## src/rtl/mac_pkg.sv

```systemverilog
// rtl/mac_pkg.sv - shared constants and types for the MAC accumulate stage
//
// Purpose: default widths, the accumulate FSM state type and the saturation limits.

package mac_pkg;

  localparam int PROD_W = 32;
  localparam int ACC_W  = 40;

  localparam logic [ACC_W-1:0] ACC_MAX = {1'b0, {(ACC_W-1){1'b1}}};
  localparam logic [ACC_W-1:0] ACC_MIN = {1'b1, {(ACC_W-1){1'b0}}};

  typedef enum logic [1:0] {
    IDLE = 2'd0,
    S1   = 2'd1,
    S2   = 2'd2
  } state_e;

endpackage

```

## src/rtl/prefix_add_half.sv

```systemverilog
// rtl/prefix_add_half.sv - W-bit Kogge-Stone parallel-prefix adder with carry in/out
//
// Purpose: one half of the split accumulate adder.
// Ports:
//   a, b  in  W  addends
//   cin   in  1  carry into bit 0
//   sum   out W  a + b + cin (low W bits)
//   cout  out 1  carry out of bit W-1

module prefix_add_half #(
  parameter int W = 20
) (
  input  logic [W-1:0] a,
  input  logic [W-1:0] b,
  input  logic         cin,
  output logic [W-1:0] sum,
  output logic         cout
);

  localparam int LVL = $clog2(W);

  logic [LVL:0][W-1:0] g_lvl;
  logic [LVL:0][W-1:0] p_lvl;
  logic [W-1:0]        carry;
  logic                p_tail_unused;

  // cin is folded into bit 0's generate so every group prefix already includes it.
  assign p_lvl[0] = a ^ b;
  assign g_lvl[0] = (a & b) | {{(W-1){1'b0}}, p_lvl[0][0] & cin};

  for (genvar l = 1; l <= LVL; l++) begin : g_level
    localparam int DIST = 1 << (l - 1);
    for (genvar i = 0; i < W; i++) begin : g_cell
      if (i >= DIST) begin : g_black
        assign g_lvl[l][i] = g_lvl[l-1][i] | (p_lvl[l-1][i] & g_lvl[l-1][i-DIST]);
        assign p_lvl[l][i] = p_lvl[l-1][i] & p_lvl[l-1][i-DIST];
      end else begin : g_buf
        assign g_lvl[l][i] = g_lvl[l-1][i];
        assign p_lvl[l][i] = p_lvl[l-1][i];
      end
    end
  end

  // Group propagates whose span already reaches bit 0 carry no further information.
  assign p_tail_unused = ^p_lvl;

  assign carry = {g_lvl[LVL][W-2:0], cin};
  assign sum   = p_lvl[0] ^ carry;
  assign cout  = g_lvl[LVL][W-1];

endmodule

```

## src/rtl/prefix_accumulator.sv

```systemverilog
// rtl/prefix_accumulator.sv - two-stage split prefix-adder accumulator for the MAC product path
//
// Purpose: adds each signed product into a signed accumulator, low half in S1,
// high half plus overflow/saturation in S2; one transaction in flight.
// Ports:
//   clk        in   1       rising-edge clock
//   rst_n      in   1       asynchronous active-low reset
//   in_valid   in   1       product available
//   in_ready   out  1       high only when idle
//   in_prod    in   PROD_W  signed product
//   in_clear   in   1       start a new sum with this product
//   out_valid  out  1       one-cycle pulse when acc_out updates
//   acc_out    out  ACC_W   signed accumulator
//   ovf        out  1       sticky overflow, cleared by an accepted clear

module prefix_accumulator #(
  parameter int PROD_W   = mac_pkg::PROD_W,
  parameter int ACC_W    = mac_pkg::ACC_W,
  parameter int SATURATE = 1
) (
  input  logic              clk,
  input  logic              rst_n,
  input  logic              in_valid,
  output logic              in_ready,
  input  logic [PROD_W-1:0] in_prod,
  input  logic              in_clear,
  output logic              out_valid,
  output logic [ACC_W-1:0]  acc_out,
  output logic              ovf
);

  import mac_pkg::*;

  localparam int L = ACC_W / 2;
  localparam logic [ACC_W-1:0] SAT_MAX = {1'b0, {(ACC_W-1){1'b1}}};
  localparam logic [ACC_W-1:0] SAT_MIN = {1'b1, {(ACC_W-1){1'b0}}};

  state_e           state_q, state_d;
  logic [ACC_W-1:0] a_q, a_d, b_q, b_d;
  logic [L-1:0]     lo_q, lo_d;
  logic             c_lo_q, c_lo_d;
  logic [ACC_W-1:0] acc_q, acc_d;
  logic             ovf_q, ovf_d;
  logic             out_valid_q, out_valid_d;

  logic [L-1:0]     lo_sum, hi_sum;
  logic             lo_cout, hi_cout_unused;
  logic [ACC_W-1:0] sum;
  logic             sum_ovf;

  prefix_add_half #(.W(L)) u_lo (
    .a    (a_q[L-1:0]),
    .b    (b_q[L-1:0]),
    .cin  (1'b0),
    .sum  (lo_sum),
    .cout (lo_cout)
  );

  // Operand registers hold through S2, so the high half reads them directly.
  prefix_add_half #(.W(L)) u_hi (
    .a    (a_q[ACC_W-1:L]),
    .b    (b_q[ACC_W-1:L]),
    .cin  (c_lo_q),
    .sum  (hi_sum),
    .cout (hi_cout_unused)
  );

  assign sum     = {hi_sum, lo_q};
  assign sum_ovf = (a_q[ACC_W-1] == b_q[ACC_W-1]) && (sum[ACC_W-1] != a_q[ACC_W-1]);

  always_comb begin
    state_d     = state_q;
    a_d         = a_q;
    b_d         = b_q;
    lo_d        = lo_q;
    c_lo_d      = c_lo_q;
    acc_d       = acc_q;
    ovf_d       = ovf_q;
    out_valid_d = 1'b0;
    unique case (state_q)
      IDLE: begin
        if (in_valid) begin
          a_d     = in_clear ? '0 : acc_q;
          b_d     = {{(ACC_W-PROD_W){in_prod[PROD_W-1]}}, in_prod};
          state_d = S1;
          if (in_clear) ovf_d = 1'b0;
        end
      end
      S1: begin
        lo_d    = lo_sum;
        c_lo_d  = lo_cout;
        state_d = S2;
      end
      S2: begin
        if (sum_ovf && (SATURATE != 0)) acc_d = a_q[ACC_W-1] ? SAT_MIN : SAT_MAX;
        else                            acc_d = sum;
        if (sum_ovf) ovf_d = 1'b1;
        out_valid_d = 1'b1;
        state_d     = IDLE;
      end
      default: state_d = IDLE;
    endcase
  end

  always_ff @(posedge clk or negedge rst_n) begin
    if (!rst_n) begin
      state_q     <= IDLE;
      a_q         <= '0;
      b_q         <= '0;
      lo_q        <= '0;
      c_lo_q      <= 1'b0;
      acc_q       <= '0;
      ovf_q       <= 1'b0;
      out_valid_q <= 1'b0;
    end else begin
      state_q     <= state_d;
      a_q         <= a_d;
      b_q         <= b_d;
      lo_q        <= lo_d;
      c_lo_q      <= c_lo_d;
      acc_q       <= acc_d;
      ovf_q       <= ovf_d;
      out_valid_q <= out_valid_d;
    end
  end

  assign in_ready  = (state_q == IDLE);
  assign out_valid = out_valid_q;
  assign acc_out   = acc_q;
  assign ovf       = ovf_q;

endmodule

```

## config.mk

```make
export PLATFORM = sky130hd
export DESIGN_NAME = prefix_accumulator
export DESIGN_NICKNAME = d
export VERILOG_FILES = /design/src/rtl/mac_pkg.sv /design/src/rtl/prefix_add_half.sv /design/src/rtl/prefix_accumulator.sv
export SDC_FILE = /design/constraint.sdc
export NUM_CORES = 1
export LEC_CHECK = 0
export CAP_MARGIN = 20
export CORE_ASPECT_RATIO = 1.2
export CORE_MARGIN = 2
export CORE_UTILIZATION = 44
export CTS_CLUSTER_DIAMETER = 40
export DETAILED_ROUTE_END_ITERATION = 10
export GPL_TIMING_DRIVEN = 0
export MAX_ROUTING_LAYER = met4
export PLACE_DENSITY = 0.66
export RECOVER_POWER = 25
export SLEW_MARGIN = 5
export SYNTH_ARGS = -nofsm -noshare
export SYNTH_HDL_FRONTEND = slang
export SYNTH_HIERARCHICAL = 1
export SYNTH_SLANG_ARGS = --single-unit
```

## constraint.sdc

```tcl
create_clock -name clk -period 4.2 [get_ports clk]
set_clock_uncertainty 0.2 [all_clocks]
set_input_delay 1.26 -clock clk [delete_from_list [all_inputs] [get_ports clk]]
set_output_delay 1.26 -clock clk [all_outputs]
set_load 0.05 [all_outputs]
```

# Word-level counts from Yosys, hierarchy flattened
# Cells that the tools add are included.
dict set report totals {
  regBits 137
  in_bits 36
  out_inout_bits 43
  word_cells 400
}
dict set report op_classes {
  n_eq_ne 7
  n_mux 10
  n_bitwise 370
  n_reduce_logical 5
}
# operator n
set ops {}
lappend ops {{bitwise AND 1 bit} 230}
lappend ops {{bitwise OR 1 bit} 133}
lappend ops {{2-to-1 mux 40 bit} 3}
lappend ops {{XOR 20 bit} 4}
lappend ops {{bitwise AND 20 bit} 1}
lappend ops {{bitwise AND 19 bit} 1}
lappend ops {{bitwise OR 19 x 1 -> 19 bit} 1}
lappend ops {{2-to-1 mux 1 bit} 4}
lappend ops {{!= test 2 bit, second input constant} 2}
lappend ops {{case mux 2 bit (2 select lines)} 1}
lappend ops {{AND reduction 4 bit} 1}
lappend ops {{== test 2 x 1 -> 1 bit, second input constant} 1}
lappend ops {{== test 2 bit, second input constant} 1}
lappend ops {{zero test 2 bit} 1}
lappend ops {{2-to-1 mux 2 bit} 1}
lappend ops {{!= test 2 x 1 -> 1 bit, second input constant} 1}
lappend ops {{case mux 1 bit (2 select lines)} 1}
lappend ops {{AND reduction 2 bit} 1}
lappend ops {{nonzero test 2 bit} 1}
lappend ops {{== test 1 bit} 1}
lappend ops {{logical AND 1 bit} 1}
lappend ops {{!= test 1 bit} 1}

# Depth between registers and ports, before layout
dict set report depth {
  depth_word 17
  ltp_mapped 13
  mapped_depth_nobuf 10
}

# Hierarchy
# Netlist, hierarchy kept.
# module n_inst cells_each area_each_um2 seq_area_each_um2
set by_module_without_submodules {}
lappend by_module_without_submodules {prefix_accumulator 1 400 5256.3 3428.3}
lappend by_module_without_submodules {prefix_add_half 2 134 994.7 0.0}

# Least setup slack after synthesis
# No wires, ideal clock.
dict set report synth_path {
  path_kind {register to register}
  startpoint {register a_q[20]}
  endpoint {register acc_q[31] (netlist: acc_out[31])}
  setup_time_ns 0.126
  t_arrival_ns 2.860
  required_ns 3.874
  setup_slack_ns 1.014
  path_stages_with_launch 13
  n_path_buf 2
  synth_period_minus_slack_ns 3.186
  cell_sequence {dfrtp_1 fa_1 a211oi_1 o21ai_1 a21oi_2 o31ai_2 a31o_2 xor2_1 nor3b_2 nor3_2 buf_2 buf_4 a221o_1}
}
dict set report synth_between {
  elab_chain_len 11
  word_cells_on_any_way 14
  cone_classes {eq/ne (1); mux (1); bitwise (11); reduce/logical (1)}
}
# item line
set synth_lines {}
lappend synth_lines {{start: declaration} prefix_accumulator.sv:39} ;# logic [ACC_W-1:0] a_q, a_d, b_q, b_d;
lappend synth_lines {{start signal: assignment} prefix_accumulator.sv:108} ;# a_q <= '0;
lappend synth_lines {{start signal: assignment} prefix_accumulator.sv:117} ;# a_q <= a_d;
lappend synth_lines {{XOR 20 bit} prefix_add_half.sv:28} ;# assign p_lvl[0] = a ^ b;
lappend synth_lines {{bitwise AND 1 bit} prefix_add_half.sv:29} ;# assign g_lvl[0] = (a & b) | {{(W-1){1'b0}}, p_lvl[0][0] & cin};
lappend synth_lines {{bitwise OR 19 x 1 -> 19 bit *} prefix_add_half.sv:29}
lappend synth_lines {{bitwise AND 1 bit *} prefix_add_half.sv:35} ;# assign g_lvl[l][i] = g_lvl[l-1][i] | (p_lvl[l-1][i] & g_lvl[l-1][i-DIST]);
lappend synth_lines {{bitwise OR 1 bit *} prefix_add_half.sv:35}
lappend synth_lines {{bitwise AND 1 bit *} prefix_add_half.sv:35}
lappend synth_lines {{bitwise OR 1 bit *} prefix_add_half.sv:35}
lappend synth_lines {{XOR 20 bit *} prefix_add_half.sv:48} ;# assign sum = p_lvl[0] ^ carry;
lappend synth_lines {{named net hi_sum[19]} prefix_accumulator.sv:46} ;# logic [L-1:0] lo_sum, hi_sum;
lappend synth_lines {{!= test 1 bit *} prefix_accumulator.sv:69} ;# assign sum_ovf = (a_q[ACC_W-1] == b_q[ACC_W-1]) && (sum[ACC_W-1] != a_q[ACC_W-1]);
lappend synth_lines {{logical AND 1 bit *} prefix_accumulator.sv:69}
lappend synth_lines {{2-to-1 mux 40 bit *} prefix_accumulator.sv:95} ;# if (sum_ovf && (SATURATE != 0)) acc_d = a_q[ACC_W-1] ? SAT_MIN : SAT_MAX;
lappend synth_lines {{end signal: assignment} prefix_accumulator.sv:112} ;# acc_q <= '0;
lappend synth_lines {{end signal: assignment} prefix_accumulator.sv:121} ;# acc_q <= acc_d;
lappend synth_lines {{end: declaration} prefix_accumulator.sv:42} ;# logic [ACC_W-1:0] acc_q, acc_d;
# Mark *: on every way through the listed nets, which the timed path passes. The rest lies on a longest branch.
# A chain may end at the register's enable or synchronous reset.

# Worst setup path after layout
dict set report layout_path {
  startpoint {register b_q[31]}
  endpoint {register acc_q[34] (netlist: acc_out[34])}
}
dict set report layout_between {
  elab_chain_len 14
  word_cells_on_any_way 48
  cone_classes {eq/ne (2); mux (1); bitwise (44); reduce/logical (1)}
}
# item line
set layout_lines {}
lappend layout_lines {{start: declaration} prefix_accumulator.sv:39}
lappend layout_lines {{start signal: assignment} prefix_accumulator.sv:109} ;# b_q <= '0;
lappend layout_lines {{start signal: assignment} prefix_accumulator.sv:118} ;# b_q <= b_d;
lappend layout_lines {{bitwise AND 19 bit} prefix_add_half.sv:29}
lappend layout_lines {{bitwise OR 19 x 1 -> 19 bit} prefix_add_half.sv:29}
lappend layout_lines {{bitwise AND 1 bit} prefix_add_half.sv:35}
lappend layout_lines {{bitwise OR 1 bit} prefix_add_half.sv:35}
lappend layout_lines {{bitwise AND 1 bit} prefix_add_half.sv:35}
lappend layout_lines {{bitwise OR 1 bit} prefix_add_half.sv:35}
lappend layout_lines {{bitwise AND 1 bit} prefix_add_half.sv:35}
lappend layout_lines {{bitwise OR 1 bit (3 in series)} prefix_add_half.sv:35}
lappend layout_lines {{XOR 20 bit *} prefix_add_half.sv:48}
lappend layout_lines {{named net hi_sum[19]} prefix_accumulator.sv:46}
lappend layout_lines {{!= test 1 bit *} prefix_accumulator.sv:69}
lappend layout_lines {{logical AND 1 bit *} prefix_accumulator.sv:69}
lappend layout_lines {{2-to-1 mux 40 bit *} prefix_accumulator.sv:95}
# Marked as above.

==> impl_metrics.csv <==
group,metric,value,unit
global_route,grt_max_degree,70,
global_route,antenna_found_initial,0,
floorplan,initial_core_util,44.7,%
pwr,vdd_ir_drop_max,422,uV
drt,num_vias,5571,
floorplan,design.core.area,16100,um2
drt,drcViolationCount,0,
global_route,track_usage,21.7,%
sta,period_needed,3.83,ns
sta,final_hold_viol_count,0,
sta,setup_viol,0,
worst_hold_path,hold_depth,2,
worst_hold_path,hold_path_end,"a_q[14]",
sta,post-route-period-util,91.3,%
setup_path,cpPeakStageDelay,0.58,ns
setup_path,critPathKind,"flip-flop to flip-flop",
setup_path,crit_path_max_fanout,13,
pwr,p_leak,3.90,nW
worst_hold_path,hold_class,"flip-flop to flip-flop",
yosys,syn-num-nets,741,
setup_path,crit_chain,"ha_1, clkbuf_1, nand2_1, o31ai_2, a31o_2, xor2_1, nor3b_2, and2_1, buf_2, buf_2, a221o_1",
pwr,p_clk_share,21.9,%
cells_and_area,nNetsFinal,839,
cells_and_area,n_antenna_cell,0,
setup_path,regToRegEndpoint,"acc_out[34]",
sta,slew_headroom,-12.2,%
placed_design,dp.cells,954,
drt,viasPerCell,5.65,
clocking,cts_root_buf,"clkbuf_16",
setup_path,r2r_setup_slack,0.37,ns
run_status,violations,"max-capacitance violations, max-slew violations",
placed_design,dp_hpwl,12400,um
setup_path,setup.worst_path.start_class,"flip-flop",
cells_and_area,final_area,8910,um2
clocking,cts_setup_buffers,0,
drt,wirelength,17700,um
clocking,clk_latency,0.42,ns
sta,fmax,261,MHz
global_route,grt_pass1_wl,28800,um
placed_design,placed_area,8290,um2
pwr,power_density,830,nW/um2
yosys,synth.avg_cell_area,10.9,um2
clocking,hold_buffers,0,
setup_path,rr_startpoint,"b_q[31]",
setup_path,cp.required,4.35,ns
floorplan,die_h,144,um
yosys,synth_cells,663,
setup_path,cp_slowest_cell,"dfrtp_1",
setup_path,end_kind,"flip-flop",
yosys,synthesis.area,7220,um2
flow_run,drv_cap,1,
floorplan,die_w,121,um
worst_hold_path,hold_start,"a_q[14]",
cells_and_area,drive_gt1_share,14.9,%
setup_path,crit_top_cell,"buf_2",
clocking,cts-buffers-inserted,17,
setup_path,reg2reg_depth,11,
placed_design,place_congestion,0.934,
setup_path,crit_arrival,3.99,ns
cells_and_area,fin_cells,986,
setup_path,worst-path-buf-inv,3,
clocking,cts_tree,"yes",
clocking,clkSlewWorstSetupHoldPaths,0.06,ns
pwr,power.internal,4.34,mW
clocking,htreeDepth,4,
pwr,combinationalPowerShare,48.0,%
global_route,grt_pass1_vias,5660,
drt,final_antenna_net_count,0,
floorplan,fp.dieArea,17500,um2
drt,drt_iter0_drc,328,
run_status,status,"finished, violations left",
pwr,share_seq_of_total_power,30.0,%
yosys,yosysWarnings,6,
drt,firstDrtPassIters,7,
floorplan,io_pins,79,
clocking,ctsLongestPathBuffers,2,
setup_path,crit_family,"buffers and inverters",
drt,wl_per_cell,17.9,um
pwr,switchingPower,3.06,mW
sta,slew_viol_final,70,
pwr,p_sw_share,41.3,%
floorplan,fp-row-count,51,
sta,worst_pin_slew,1.68,ns
sta,rsz0062_at_grt,"false",
clocking,cts_resized,0,
clocking,cts_sinks,137,
cells_and_area,area_growth,23.4,%
global_route,grt_overflow,0,
placed_design,numPortBuffers,78,
==> state kept, by name (all words and copies together), names as in the netlist <==
register   flops
out_valid      1
c_lo_q         1
acc_out       40
lo_q          20
ovf            1
b_q           32
state_q        2
a_q           40
==> power by group through the flow <==
stage	registers (mW)	clock network, mW	logic, mW
after detailed placement	2.24	0	3.52
after CTS	2.22	1.65	3.55
after global routing	2.29	1.71	3.84
after global placement	2.22	0	3.46
final	2.22	1.62	3.55
after floorplan	2.79	0	1.96
==> tightest hold or removal path, stage by stage (launching register included) <==
cell and delay (ns):
dfrtp_1 0.35, nand2_1 0.05, o21ai_0 0.06
==> how the worst max path moves through the flow <==
stage	endpoint	cells after the start	startpoint	slack, ns
after floorplan	acc_out[31]	12	a_q[20]	1.01
after detailed placement	acc_out[34]	11	b_q[31]	0.38
after global routing	acc_out[36]	11	b_q[31]	0.12
after global placement	acc_out[15]	1	rst_n	-3.66
after CTS	acc_out[34]	11	b_q[31]	0.38
final	acc_out[34]	11	b_q[31]	0.37
==> area by class of cell <==
| cell class | instances | area [um2] |
|---|---|---|
| Buffer | 42 | 193 |
| Timing Repair Buffer | 79 | 783 |
| Clock inverter | 13 | 193 |
| Tap cell | 212 | 265 |
| Fill cell | 1416 | 7240 |
| Inverter | 11 | 41.3 |
| Multi-Input combinational cell | 473 | 3550 |
| Sequential cell | 137 | 3430 |
| Clock buffer | 19 | 453 |
==> layout by cell type (no fill, tap or decap), types with 3 or more instances in the layout <==
master,instances
nand4_1,4
o21ai_0,59
o211ai_1,8
nand2_1,106
clkbuf_16,17
dfrtp_1,137
nand3_1,4
a21oi_1,34
buf_2,7
a31oi_1,6
nor2_1,13
buf_6,3
xnor2_1,22
clkbuf_1,31
bufinv_16,4
inv_1,10
a211oi_1,6
mux2_2,35
clkinvlp_4,5
clkdlybuf4s50_1,77
ha_1,38
a21o_1,6
a221o_1,39
o21a_1,10
mux2_4,18
o21bai_1,4
xor2_1,12
nor3_1,7
fa_1,4
==> through the flow <==
| stage | util (%) | setup slack (ns) | power (mW) | hold slack (ns) | setup TNS (ns) |
|---|---|---|---|---|---|
| after detailed placement | 51.4 | 0.380 | 5.76 | 0.280 | 0 |
| final | 55.2 | 0.366 | 7.39 | 0.288 | 0 |
| after global placement | 51.2 | -3.66 | 5.68 | 0.270 | -499.91 |
| after CTS | 55.4 | 0.375 | 7.42 | 0.293 | 0 |
| after global routing | 55.2 | 0.119 | 7.83 | 0.306 | 0 |
| after floorplan | - | 1.01 | 4.75 | 0.256 | 0 |
==> per-layer routing <==
layer / global-route usage, % / vias to the layer above / wire, um / part of all wire (%)
met2: 35.8 / 146 / 8820 / 50
li1: - / 2606 / - / -
met4: 8.02 / 0 / 333 / 1.9
met5: - / - / 0 / 0
met3: 3.59 / 30 / 646 / 3.7
met1: 27.1 / 2789 / 7880 / 45
Note: power is estimated with default switching activity, not from simulation.
